**src/rtl/dmem_stall_ctrl_pkg.sv**
```systemverilog
// Shared memory-stage definitions: controller state encoding, datapath width
// and the alignment helper.
package dmem_stall_ctrl_pkg;

   localparam int unsigned DATA_W = 16;

   typedef enum logic [2:0] {
      IDLE   = 3'd0,
      ISSUE  = 3'd1,
      WAIT   = 3'd2,
      DONE   = 3'd3,
      HALTED = 3'd4
   } state_t;

   function automatic logic is_unaligned(input logic [DATA_W-1:0] addr);
      return addr[0];
   endfunction

endpackage

```
**src/rtl/dmem_timeout_cnt.sv**
```systemverilog
// Cycle counter for the memory wait phase; expired is high while the count
// sits at TIMEOUT-1.
module dmem_timeout_cnt #(
   parameter int unsigned TIMEOUT = 64,
   parameter int unsigned CNT_W   = 7
) (
   input  logic clk,
   input  logic rst_n,
   input  logic clr,
   input  logic en,
   output logic expired
);

   logic [CNT_W-1:0] cnt;

   always_ff @(posedge clk or negedge rst_n) begin
      if (!rst_n) begin
         cnt <= '0;
      end else if (clr) begin
         cnt <= '0;
      end else if (en) begin
         cnt <= cnt + 1'b1;
      end
   end

   assign expired = (cnt == CNT_W'(TIMEOUT - 1));

endmodule

```
**src/rtl/dmem_stall_ctrl.sv**
```systemverilog
// Memory-stage request controller: turns a single-cycle request into a
// busy/ack memory transaction and stalls the pipeline until it completes.
module dmem_stall_ctrl
   import dmem_stall_ctrl_pkg::*;
#(
   parameter int unsigned TIMEOUT = 64,
   parameter int unsigned CNT_W   = 7
) (
   input  logic              clk,
   input  logic              rst,
   input  logic              req_en,
   input  logic              req_wr,
   input  logic [DATA_W-1:0] req_addr,
   input  logic [DATA_W-1:0] req_wdata,
   input  logic              halt,
   output logic              stall,
   output logic              done,
   output logic [DATA_W-1:0] rdata,
   output logic              err,
   output logic              mem_en,
   output logic              mem_wr,
   output logic [DATA_W-1:0] mem_addr,
   output logic [DATA_W-1:0] mem_wdata,
   output logic              mem_createdump,
   input  logic              mem_busy,
   input  logic              mem_ack,
   input  logic [DATA_W-1:0] mem_rdata
);

   // Reset asserts immediately but is released two clocks later, on an edge.
   logic [1:0] rst_sync;
   logic       rst_ok;

   always_ff @(posedge clk or negedge rst) begin
      if (!rst) begin
         rst_sync <= '0;
      end else begin
         rst_sync <= {rst_sync[0], 1'b1};
      end
   end

   assign rst_ok = rst_sync[1];

   state_t            state_q, state_d;
   logic              cnt_clr, cnt_en, expired;
   logic              latch_req, rdata_ld, set_err;
   logic [DATA_W-1:0] rdata_d;
   logic              stall_c, dump_c;

   dmem_timeout_cnt #(
      .TIMEOUT (TIMEOUT),
      .CNT_W   (CNT_W)
   ) u_timeout_cnt (
      .clk     (clk),
      .rst_n   (rst_ok),
      .clr     (cnt_clr),
      .en      (cnt_en),
      .expired (expired)
   );

   always_comb begin
      state_d   = state_q;
      stall_c   = 1'b0;
      dump_c    = 1'b0;
      done      = 1'b0;
      mem_en    = 1'b0;
      cnt_clr   = 1'b0;
      cnt_en    = 1'b0;
      latch_req = 1'b0;
      rdata_ld  = 1'b0;
      rdata_d   = '0;
      set_err   = 1'b0;
      case (state_q)
         IDLE: begin
            if (req_en) begin
               stall_c = 1'b1;
               if (is_unaligned(req_addr)) begin
                  set_err  = 1'b1;
                  rdata_ld = 1'b1;
                  state_d  = DONE;
               end else begin
                  latch_req = 1'b1;
                  state_d   = ISSUE;
               end
            end else if (halt) begin
               dump_c  = 1'b1;
               state_d = HALTED;
            end
         end
         ISSUE: begin
            stall_c = 1'b1;
            mem_en  = 1'b1;
            if (!mem_busy) begin
               cnt_clr = 1'b1;
               state_d = WAIT;
            end
         end
         WAIT: begin
            stall_c = 1'b1;
            cnt_en  = 1'b1;
            // An ack in the expiry cycle still completes the access normally.
            if (mem_ack) begin
               rdata_ld = !mem_wr;
               rdata_d  = mem_rdata;
               state_d  = DONE;
            end else if (expired) begin
               set_err  = 1'b1;
               rdata_ld = 1'b1;
               state_d  = DONE;
            end
         end
         DONE: begin
            done    = 1'b1;
            state_d = IDLE;
         end
         HALTED: begin
            stall_c = 1'b1;
         end
         default: begin
            state_d = IDLE;
         end
      endcase
   end

   // IDLE-state outputs depend on live inputs, so they are masked during reset.
   assign stall          = stall_c & rst_ok;
   assign mem_createdump = dump_c & rst_ok;

   always_ff @(posedge clk or negedge rst_ok) begin
      if (!rst_ok) begin
         state_q   <= IDLE;
         mem_wr    <= 1'b0;
         mem_addr  <= '0;
         mem_wdata <= '0;
         rdata     <= '0;
         err       <= 1'b0;
      end else begin
         state_q <= state_d;
         if (latch_req) begin
            mem_wr    <= req_wr;
            mem_addr  <= req_addr;
            mem_wdata <= req_wdata;
         end
         if (rdata_ld) begin
            rdata <= rdata_d;
         end
         if (set_err) begin
            err <= 1'b1;
         end
      end
   end

endmodule
```
**config.mk**
```make
export PLATFORM = sky130hd
export DESIGN_NAME = dmem_stall_ctrl
export DESIGN_NICKNAME = d
export VERILOG_FILES = /design/src/rtl/dmem_stall_ctrl_pkg.sv /design/src/rtl/dmem_timeout_cnt.sv /design/src/rtl/dmem_stall_ctrl.sv
export SDC_FILE = /design/constraint.sdc
export NUM_CORES = 1
export LEC_CHECK = 0
export ABC_AREA = 1
export CORE_MARGIN = 2
export CORE_UTILIZATION = 40
export CTS_CLUSTER_SIZE = 10
export DETAILED_ROUTE_END_ITERATION = 8
export PLACE_DENSITY_LB_ADDON = 0.12
export SLEW_MARGIN = 20
export SYNTH_ARGS = -nofsm -noshare
export SYNTH_HDL_FRONTEND = slang
export SYNTH_HIERARCHICAL = 1
export SYNTH_SLANG_ARGS = --single-unit
```
**constraint.sdc**
```tcl
create_clock -name clk -period 2.87 [get_ports clk]
set_input_delay 0.574 -clock clk [delete_from_list [all_inputs] [get_ports clk]]
set_output_delay 0.574 -clock clk [all_outputs]
set_load 0.02 [all_outputs]
```
## Word-level counts from Yosys, hierarchy flattened

Cells that the tools add are included.

- Register bits: 62
- Output and inout port bits: 54
- Word-level logic and storage cells: 56
- Input port bits: 55

- Eq/ne operators: 8
- $add $sub $neg: 1
- Multiplexer cells: 31
- Bitwise logic cells: 3
- Reductions and logical operators: 5

Operator list:

| kind | number |
|---|---|
| $mux 16 | 2 |
| $mux 1 | 17 |
| $mux 3 | 5 |
| $mux 7 | 2 |
| $pmux 3 s4 | 1 |
| $add 7x1->7 const B | 1 |
| $eq 7x6->1 const B | 1 |
| $eq 3x2->1 const B | 2 |
| $ne 3x3->1 const B | 2 |
| $pmux 1 s2 | 3 |
| $reduce_and 4->1 | 1 |
| $eq 3x1->1 const B | 1 |
| $eq 3x3->1 const B | 1 |
| $logic_not 3->1 | 1 |
| $reduce_or 3->1 | 1 |
| $and 1x1->1 | 2 |
| $mux 2 | 1 |
| $ne 2x2->1 const B | 1 |
| $reduce_bool 2->1 | 1 |
| $logic_not 1->1 | 1 |
| $not 1->1 | 1 |

## Logic depth before layout (Yosys ltp)

Gate-level depths: netlist (run 1).

- Depth in word-level cells: 4
- Mapped depth: 10
- Gate-level depth less buffers: 9

## Hierarchy

The synthesis (run 1) kept the hierarchy.

Modules (own cells, without submodules):

| module | area an instance (um^2) | seq. area each (um^2) | cells each | times used |
|---|---|---|---|---|
| dmem_stall_ctrl | 2471.1 | 1376.3 | 296 | 1 |
| dmem_timeout_cnt | 374.1 | 175.2 | 47 | 1 |

## Worst setup path after synthesis (run 1)

OpenSTA, ideal clock, no wires.

- Kind: register -> output
- From: register rst_sync[1]
- To: output mem_createdump
- Arrival time: 2.319 ns
- Path slack: -0.023 ns
- Buffers on the path: 0
- Data required time: 2.296 ns
- Stages on the path, launching flop included: 3
- Cells stage by stage: dfrtp_1 inv_1 nor3_1

- Cells in the longest elaborated chain, start to end: 1

Ends and longest elaborated chain:

| element | line | RTL |
|---|---|---|
| from (decl) | dmem_stall_ctrl.sv:31 | `logic [1:0] rst_sync;` |
| from (signal assigned) | dmem_stall_ctrl.sv:38 | `rst_sync <= {rst_sync[0], 1'b1};` |
| $and 1x1->1 | dmem_stall_ctrl.sv:127 | `assign mem_createdump = dump_c & rst_ok;` |
| to (decl) | dmem_stall_ctrl.sv:24 | `output logic mem_createdump,` |

Every way passes these cells.

## Worst setup path in the final report (run 1)

- From: input req_en
- To: output mem_createdump

- Cells in the longest elaborated chain, start to end: 3

Ends and longest elaborated chain:

| element | line | RTL |
|---|---|---|
| from (decl) | dmem_stall_ctrl.sv:11 | `input logic req_en,` |
| $mux 1 | dmem_stall_ctrl.sv:75 | `if (req_en) begin` |
| $mux 1 | dmem_stall_ctrl.sv:73 | `case (state_q)` |
| $and 1x1->1 | dmem_stall_ctrl.sv:127 |  |

Every way passes these cells.

==> summary.txt, run 1 <==
status: finished, final reports clean
period utilization: 93.3%
Leakage Power: 2.10 nW
Placement Setup Slack: 0.200 ns
Max Slew Vio Count: 0
Die X: 88.3 um
Req. time, crit path: 2.30 ns
Slew @ Worst Pin: 0.756 ns
clock sink total: 62
post-route ant nets: 0
Yosys warnings: 6
hpwl dp: 4820 um
Remaining DRCs: 0
synthesized instance count: 343
cell area after synthesis: 2850 um2
RSZ-0062 raised after global routing: no
largest net degree at the start of global routing: 61
Post-synth top flop: dfrtp_1
number of global-route vias before repair: 2556
CTS Buf Count: 9
DR WL/cell: 12.6 um
register bit total from synthesis: 62
H-tree depth: 3
Routability Congestion: 0.830
initial antenna violation count: 0
number of flops mapped to enable cells by yosys: 0
Syn Area/Cell: 8.30 um2
CTS tree: done
Critical Path AT: 2.10 ns
Achievable Freq: 0.373 GHz
Hold Buf Count CTS: 0
fillers: 645
Worst-Skew Late Latency: 0.33 ns
asr flop ratio synth: 100%
GRT Resource Usage Total: 18.9%
Ports: 109
routed vias: 2511
total routed wirelength: 6970 um
# diodes: 0
Reg clk slew, reported paths: 0.07 ns
Worst slew margin: 49.6%
Starting DRT DRC Count: 133
min-delay worst type: register to register
clock skew: 0.0116 ns
CP Launch Type: primary input
critical path peak fanout: 5
Hold WS: 0.349 ns
Layout Nets: 509
Initial Util: 41.6%
Worst VDD drop: 0.341 mV
first-pass GRT wire length: 11600 um
Hold Vio Cnt, Final: 0
Post-CTS Repair Setup Buffers: 0
# setup viols final: 0
kind of critical path: primary input to primary output
grt ovf: 0
minimum clock period: 2.68 ns
cell area power density: 395 nW/um2
max_cap viols: 0
die area: 7800 um2
CP endpoint kind: primary output
Rows: 30
Pre-Repair DR Iteration Count: 4
Worst Slack Setup Final: 0.191 ns
CTS Root Cell: clkbuf_8
post-synth cell types: 28
Syn-to-layout area delta: 45.3%
Port-buffer cells: 108
Die Ht: 88.3 um
Via-to-Cell Ratio: 4.55
layout cells sized above 1: 11.4%
Power, Total: 1.63 mW
Core Box Area: 6830 um2
clock buffer depth: 2
Post-CTS Resized: 0
syn_nets: 399
Setup TNS: 0 ns
sequential area share after synthesis: 54.5%
## metal layers
metal  GRT usage, %  vias up  wire length (um)
met5              0        -                 0
met4           5.37        0                81
met3           7.93        7               639
met2           29.0       85              3090
li1               -     1270                 -
met1           24.9     1149              3160
## where the power goes
part	leakage, nW	total (mW)	internal, mW	switching [mW]
clock network	0.0821	0.642	0.325	0.316
logic	1.17	0.112	0.0709	0.0410
registers	0.847	0.878	0.877	0.00163
## layout by cell type, fill, tap and decap left out, types with 3 or more instances in the layout
master / synthesis / layout
a21oi_1: 4 / 4
inv_1: 14 / 14
nor2_1: 28 / 28
buf_4: 1 / 3
nand2_2: 20 / 20
clkbuf_8: 0 / 10
nor2_2: 6 / 6
clkdlybuf4s50_1: 0 / 108
dfrtp_1: 62 / 61
nand2_1: 152 / 152
nand3_1: 23 / 23
## flip-flops by register name, indices dropped and copies added, names as in the netlist
register	cells
err	1
state_q	3
rdata	16
mem_addr	16
u_timeout_cnt/cnt	7
mem_wdata	16
mem_wr	1
rst_sync	2
## cells by family (layout without fill, tap and decap cells)
kind of cell | Yosys count | count (layout) | share of synthesized area [%]
other | 1 | 1 | 0.132
DFF | 62 | 62 | 54.5
buffers and inverters | 29 | 142 | 5.54
and+or+nand+nor | 239 | 239 | 36.8
AOI/OAI and AO/OA | 11 | 11 | 2.55
adders and majority gates | 1 | 1 | 0.440
## layout make-up
cell class	instances	area, um2	share of cell area (%)
sequential	62	1550	37.6
multi-input combinational	252	1140	27.5
inverter	17	66.3	1.60
tap	96	120	2.91
timing repair buffer	111	1100	26.7
clock buffer	12	145	3.51
clock inverter	2	10.0	0.242
## worst max-delay path, cell delays in order
cell and delay (ns):
clkdlybuf4s50_1 0.53, inv_1 0.12, nand2_1 0.07, nor3_1 0.17, clkdlybuf4s50_1 0.65
## through the flow
stage                     util (%)  area [um2]  instances
after floorplan                  -        2850        343
after global placement        58.2        3980        538
after detailed placement      58.2        3980        538
after CTS                     60.5        4130        552
after global routing          60.5        4130        552
final                         60.5        4130        552
## final timing paths
check / start / to / slack [ns] / depth (start not counted)
setup / recovery: req_en / mem_createdump / 0.19 / 5
hold / removal: rst_sync[0]$_DFF_PN0_ / rst_sync[1]$_DFF_PN0_ / 0.35 / 0
setup reg to reg: u_timeout_cnt/cnt[1]$_DFFE_PN0P_ / rdata[3]$_DFFE_PN0P_ / 0.90 / 9
hold reg to reg: rst_sync[0]$_DFF_PN0_ / rst_sync[1]$_DFF_PN0_ / 0.35 / 0
max in group asynchronous: rst_sync[1]$_DFF_PN0_ / mem_addr[4]$_DFFE_PN0P_ / 1.92 / 1
min in group asynchronous: rst / rst_sync[1]$_DFF_PN0_ / 0.40 / 1
## cells in the mapped netlist (2+ instances only)
cell	count	area, um2
a21oi_1	4	20.0
buf_2	7	35.0
buf_6	3	33.8
dfrtp_1	62	1550
inv_1	14	52.6
inv_2	2	7.51
nand2_1	152	571
nand2_2	20	125
nand2_4	2	22.5
nand3_1	23	115
nand4_1	2	12.5
nor2_1	28	105
nor2_2	6	37.5
nor3_1	2	10.0
o21ai_0	2	10.0
o21ai_1	2	10.0
(Power assumes the default switching activity.)
==> run 2: changes to the inputs <==
Settings changed: CAP_MARGIN set to 20, CELL_PAD_IN_SITES_DETAIL_PLACEMENT set to 1, CELL_PAD_IN_SITES_GLOBAL_PLACEMENT set to 1, CORE_UTILIZATION 40 to 32, CTS_BUF_LIST set to sky130_fd_sc_hd__clkbuf_4.
==> summary.txt, run 2 (synthesized netlist as in run 1, its figures left out) <==
status: finished, final reports clean
Die Ht: 98.3 um
minimum clock period: 2.64 ns
Die X: 98.3 um
Syn-to-layout area delta: 44.3%
initial antenna violation count: 0
RSZ-0062 raised after global routing: no
Routability Congestion: 0.741
clock sink total: 62
largest net degree at the start of global routing: 61
number of global-route vias before repair: 2737
post-route ant nets: 0
Worst Slack Setup Final: 0.235 ns
Power, Total: 1.51 mW
Req. time, crit path: 2.30 ns
hpwl dp: 5670 um
Core Box Area: 8680 um2
critical path peak fanout: 5
die area: 9660 um2
CP endpoint kind: primary output
most frequent cells in the layout: nand2_1, clkdlybuf4s50_1, dfrtp_1, nor2_1, nand3_1
Inst Count DP: 550
Hold Vio Cnt, Final: 0
first-pass GRT wire length: 13500 um
CTS Root Cell: clkbuf_4
Max Slew Vio Count: 0
CTS Buf Count: 9
clock buffer depth: 2
Post-DP Area: 3990 um2
Leakage Power: 2.09 nW
routed vias: 2593
commonest non-fill, non-tap cell in the layout: nand2_1
CTS tree: done
Top Registers: mem_addr (16), mem_wdata (16), rdata (16)
min-delay worst type: primary input to async pin
Final Non-Filler Cells: 566
kind of critical path: primary input to primary output
Pre-Repair DR Iteration Count: 4
Reg clk slew, reported paths: 0.10 ns
Critical Path AT: 2.06 ns
DR WL/cell: 14.2 um
# setup viols final: 0
Ports: 109
H-tree depth: 3
GRT Resource Usage Total: 17.4%
Post-CTS Repair Setup Buffers: 0
post-layout instance area: 4110 um2
Setup TNS: 0 ns
period utilization: 91.8%
Starting DRT DRC Count: 81
layout cells sized above 1: 12.0%
Placement Setup Slack: 0.211 ns
Port-buffer cells: 108
Worst slew margin: 47.4%
Slew @ Worst Pin: 0.789 ns
cell area power density: 368 nW/um2
clock skew: 0.0193 ns
Via-to-Cell Ratio: 4.58
Layout Nets: 509
Hold WS: 0.331 ns
Initial Util: 32.8%
Rows: 34
CP Launch Type: primary input
Final Util: 47.3%
total routed wirelength: 8030 um
grt ovf: 0
max_cap viols: 0
# diodes: 0
Remaining DRCs: 0
Worst-Skew Late Latency: 0.40 ns
Worst VDD drop: 0.164 mV
Achievable Freq: 0.379 GHz
-- run 2: layer usage --
| metal | global-route usage, % | part of all wire (%) | vias up | routed length [um] |
|---|---|---|---|---|
| li1 | - | - | 1276 | - |
| met1 | 23.5 | 46 | 1232 | 3670 |
| met2 | 25.5 | 44 | 77 | 3500 |
| met3 | 7.23 | 9.2 | 8 | 736 |
| met4 | 5.80 | 1.5 | 0 | 124 |
| met5 | 0 | 0 | - | 0 |
-- run 2: where the power goes --
group	switching, mW	internal, mW
Sequential	0.00164	0.876
Combinational	0.0432	0.0709
Clock	0.328	0.191
-- run 2: critical path, cell delays in order --
cell and delay (ns):
clkdlybuf4s50_1 0.52, inv_1 0.13, nand2_1 0.07, nor3_1 0.14, clkdlybuf4s50_1 0.63
-- run 2: layout make-up --
cell class	count	area (um2)
clock buffer	11	82.6
clock inverter	5	26.3
fill	1065	4570
inverter	17	66.3
multi-input combinational	252	1140
sequential	62	1550
tap	108	135
timing repair buffer	111	1110
-- run 2: what timing repair did --
item                       CTS  global route
setup endpoints to repair    0             1
hold buffers                 0             0
gates resized for setup      0             1
hold endpoints to repair     0             0
-- run 2: path summary, 6_finish.rpt --
check | slack, ns | start | depth (start not counted) | end
max | 0.23 | req_en | 5 | mem_createdump
min | 0.33 | rst | 1 | rst_sync[0]$_DFF_PN0_
max reg2reg | 0.88 | u_timeout_cnt/cnt[0]$_DFFE_PN0P_ | 9 | rdata[2]$_DFFE_PN0P_
min reg2reg | 0.36 | rst_sync[0]$_DFF_PN0_ | 0 | rst_sync[1]$_DFF_PN0_
max in group asynchronous | 1.88 | rst_sync[1]$_DFF_PN0_ | 1 | u_timeout_cnt/cnt[1]$_DFFE_PN0P_
min in group clk | 0.36 | rst_sync[0]$_DFF_PN0_ | 0 | rst_sync[1]$_DFF_PN0_
==> edit: new RTL, config.mk and constraints of run 1 <==
Put one more register stage on the output `err`, with the module's reset. The value now appears one clock later. The other outputs are not delayed to match.
--- a/src/rtl/dmem_stall_ctrl.sv
+++ b/src/rtl/dmem_stall_ctrl.sv
@@ -27,4 +27,6 @@
    input  logic [DATA_W-1:0] mem_rdata
 );
+
+   logic err_s0;
 
    // Reset asserts immediately but is released two clocks later, on an edge.
@@ -134,5 +136,5 @@
          mem_wdata <= '0;
          rdata     <= '0;
-         err       <= 1'b0;
+         err_s0    <= 1'b0;
       end else begin
          state_q <= state_d;
@@ -146,8 +148,16 @@
          end
          if (set_err) begin
-            err <= 1'b1;
+            err_s0 <= 1'b1;
          end
       end
    end
 
+   always_ff @(posedge clk or negedge rst) begin
+      if (!rst) begin
+         err <= '0;
+      end else begin
+         err <= err_s0;
+      end
+   end
+
 endmodule
Behaviour: not the same (a bounded check fails within 4 cycles, from zero or initial values and one cycle with rst low).
==> edit against run 1 <==
- utilization rose by 0.63 points
- total power increased by 8.7%
- area after synthesis is 0.88% higher
- sequential cell count up 1
- cell area is 1.6% higher
- sequential share of layout area barely moved
- worst setup slack got worse by 0.0072 ns
- wire length down 0.56%
- highest routed layer unchanged
==> edit: results (changes against run 1) <==
max_slew headroom=0.486 (-0.00965); Non-Filler Instances=554 (+0.36%); Seq/Total Area, Yosys=0.549 (+0.00396); Vias/cell=4.63 (+1.7%); sequential share of cell area=0.376 (about the same); DR WL met3=426 µm (-33%); Power Dens Cells=422 nW/µm² (+7.0%); RD Place Congestion=0.805 (-3.0%); status=completed; Max IR drop VDD=0.000223 V (-34%); Comb power frac=0.063 (-0.006); HPWL after DPL=4.72 mm (-2.1%); Non-Clock Buffer Area Fraction=0.263 (-0.00421); Lkg Pwr=2.13 nW (+1.8%); DRT iter0 DRCs=105 (-21%); Layout clock area frac=0.0468 (+0.00924); GR Layer Usage met2=0.285 (-0.00488); die width=88.7 µm (+0.42%); Tot GR Track Use=0.182 (-0.00723); ratio of cells with drive above 1 in the final layout=0.120 (+0.00605); Pint=0.00140 W (+10%); GR Util met3=0.0578 (-0.0215); top cells by area, synth=dfrtp_1 (55%), nand2_1 (20%), nand2_2 (4.4%), nand3_1 (4.0%), nor2_1 (3.7%); adder-cell share of the synthesized area=0.00436 (-0.0000383); Mapped Nets=400 (+0.25%)
==> edit: changes by cell type after synthesis <==
cell     delta
dfrtp_1     +1
==> edit: per-stage QoR <==
step	hold WS, ns	setup slack (ns)
after global routing	0.363	0.108
after detailed placement	0.348	0.197
final	0.357	0.184
after CTS	0.363	0.195
after floorplan	0.278	0.598
after global placement	0.335	0.285
==> edit: worst max-delay path by stage <==
| stage | endpoint | slack [ns] | depth (start not counted) |
|---|---|---|---|
| floorplan | mem_createdump | 0.60 | 2 |
| global placement | stall | 0.28 | 4 |
| detailed placement | mem_createdump | 0.20 | 5 |
| CTS | mem_createdump | 0.20 | 5 |
| global route | stall | 0.11 | 6 |
| finish | mem_createdump | 0.18 | 5 |
==> edit: worst reg2reg max path, cell delays in order, from the launching register on <==
cell and delay [ns]:
dfrtp_1 0.41, ha_1 0.21, nand2_1 0.14, nor4_1 0.08
inv_1 0.07, nor2_2 0.05, o21ai_4 0.44, nand2_4 0.27
nand2_2 0.13, nand2_2 0.05
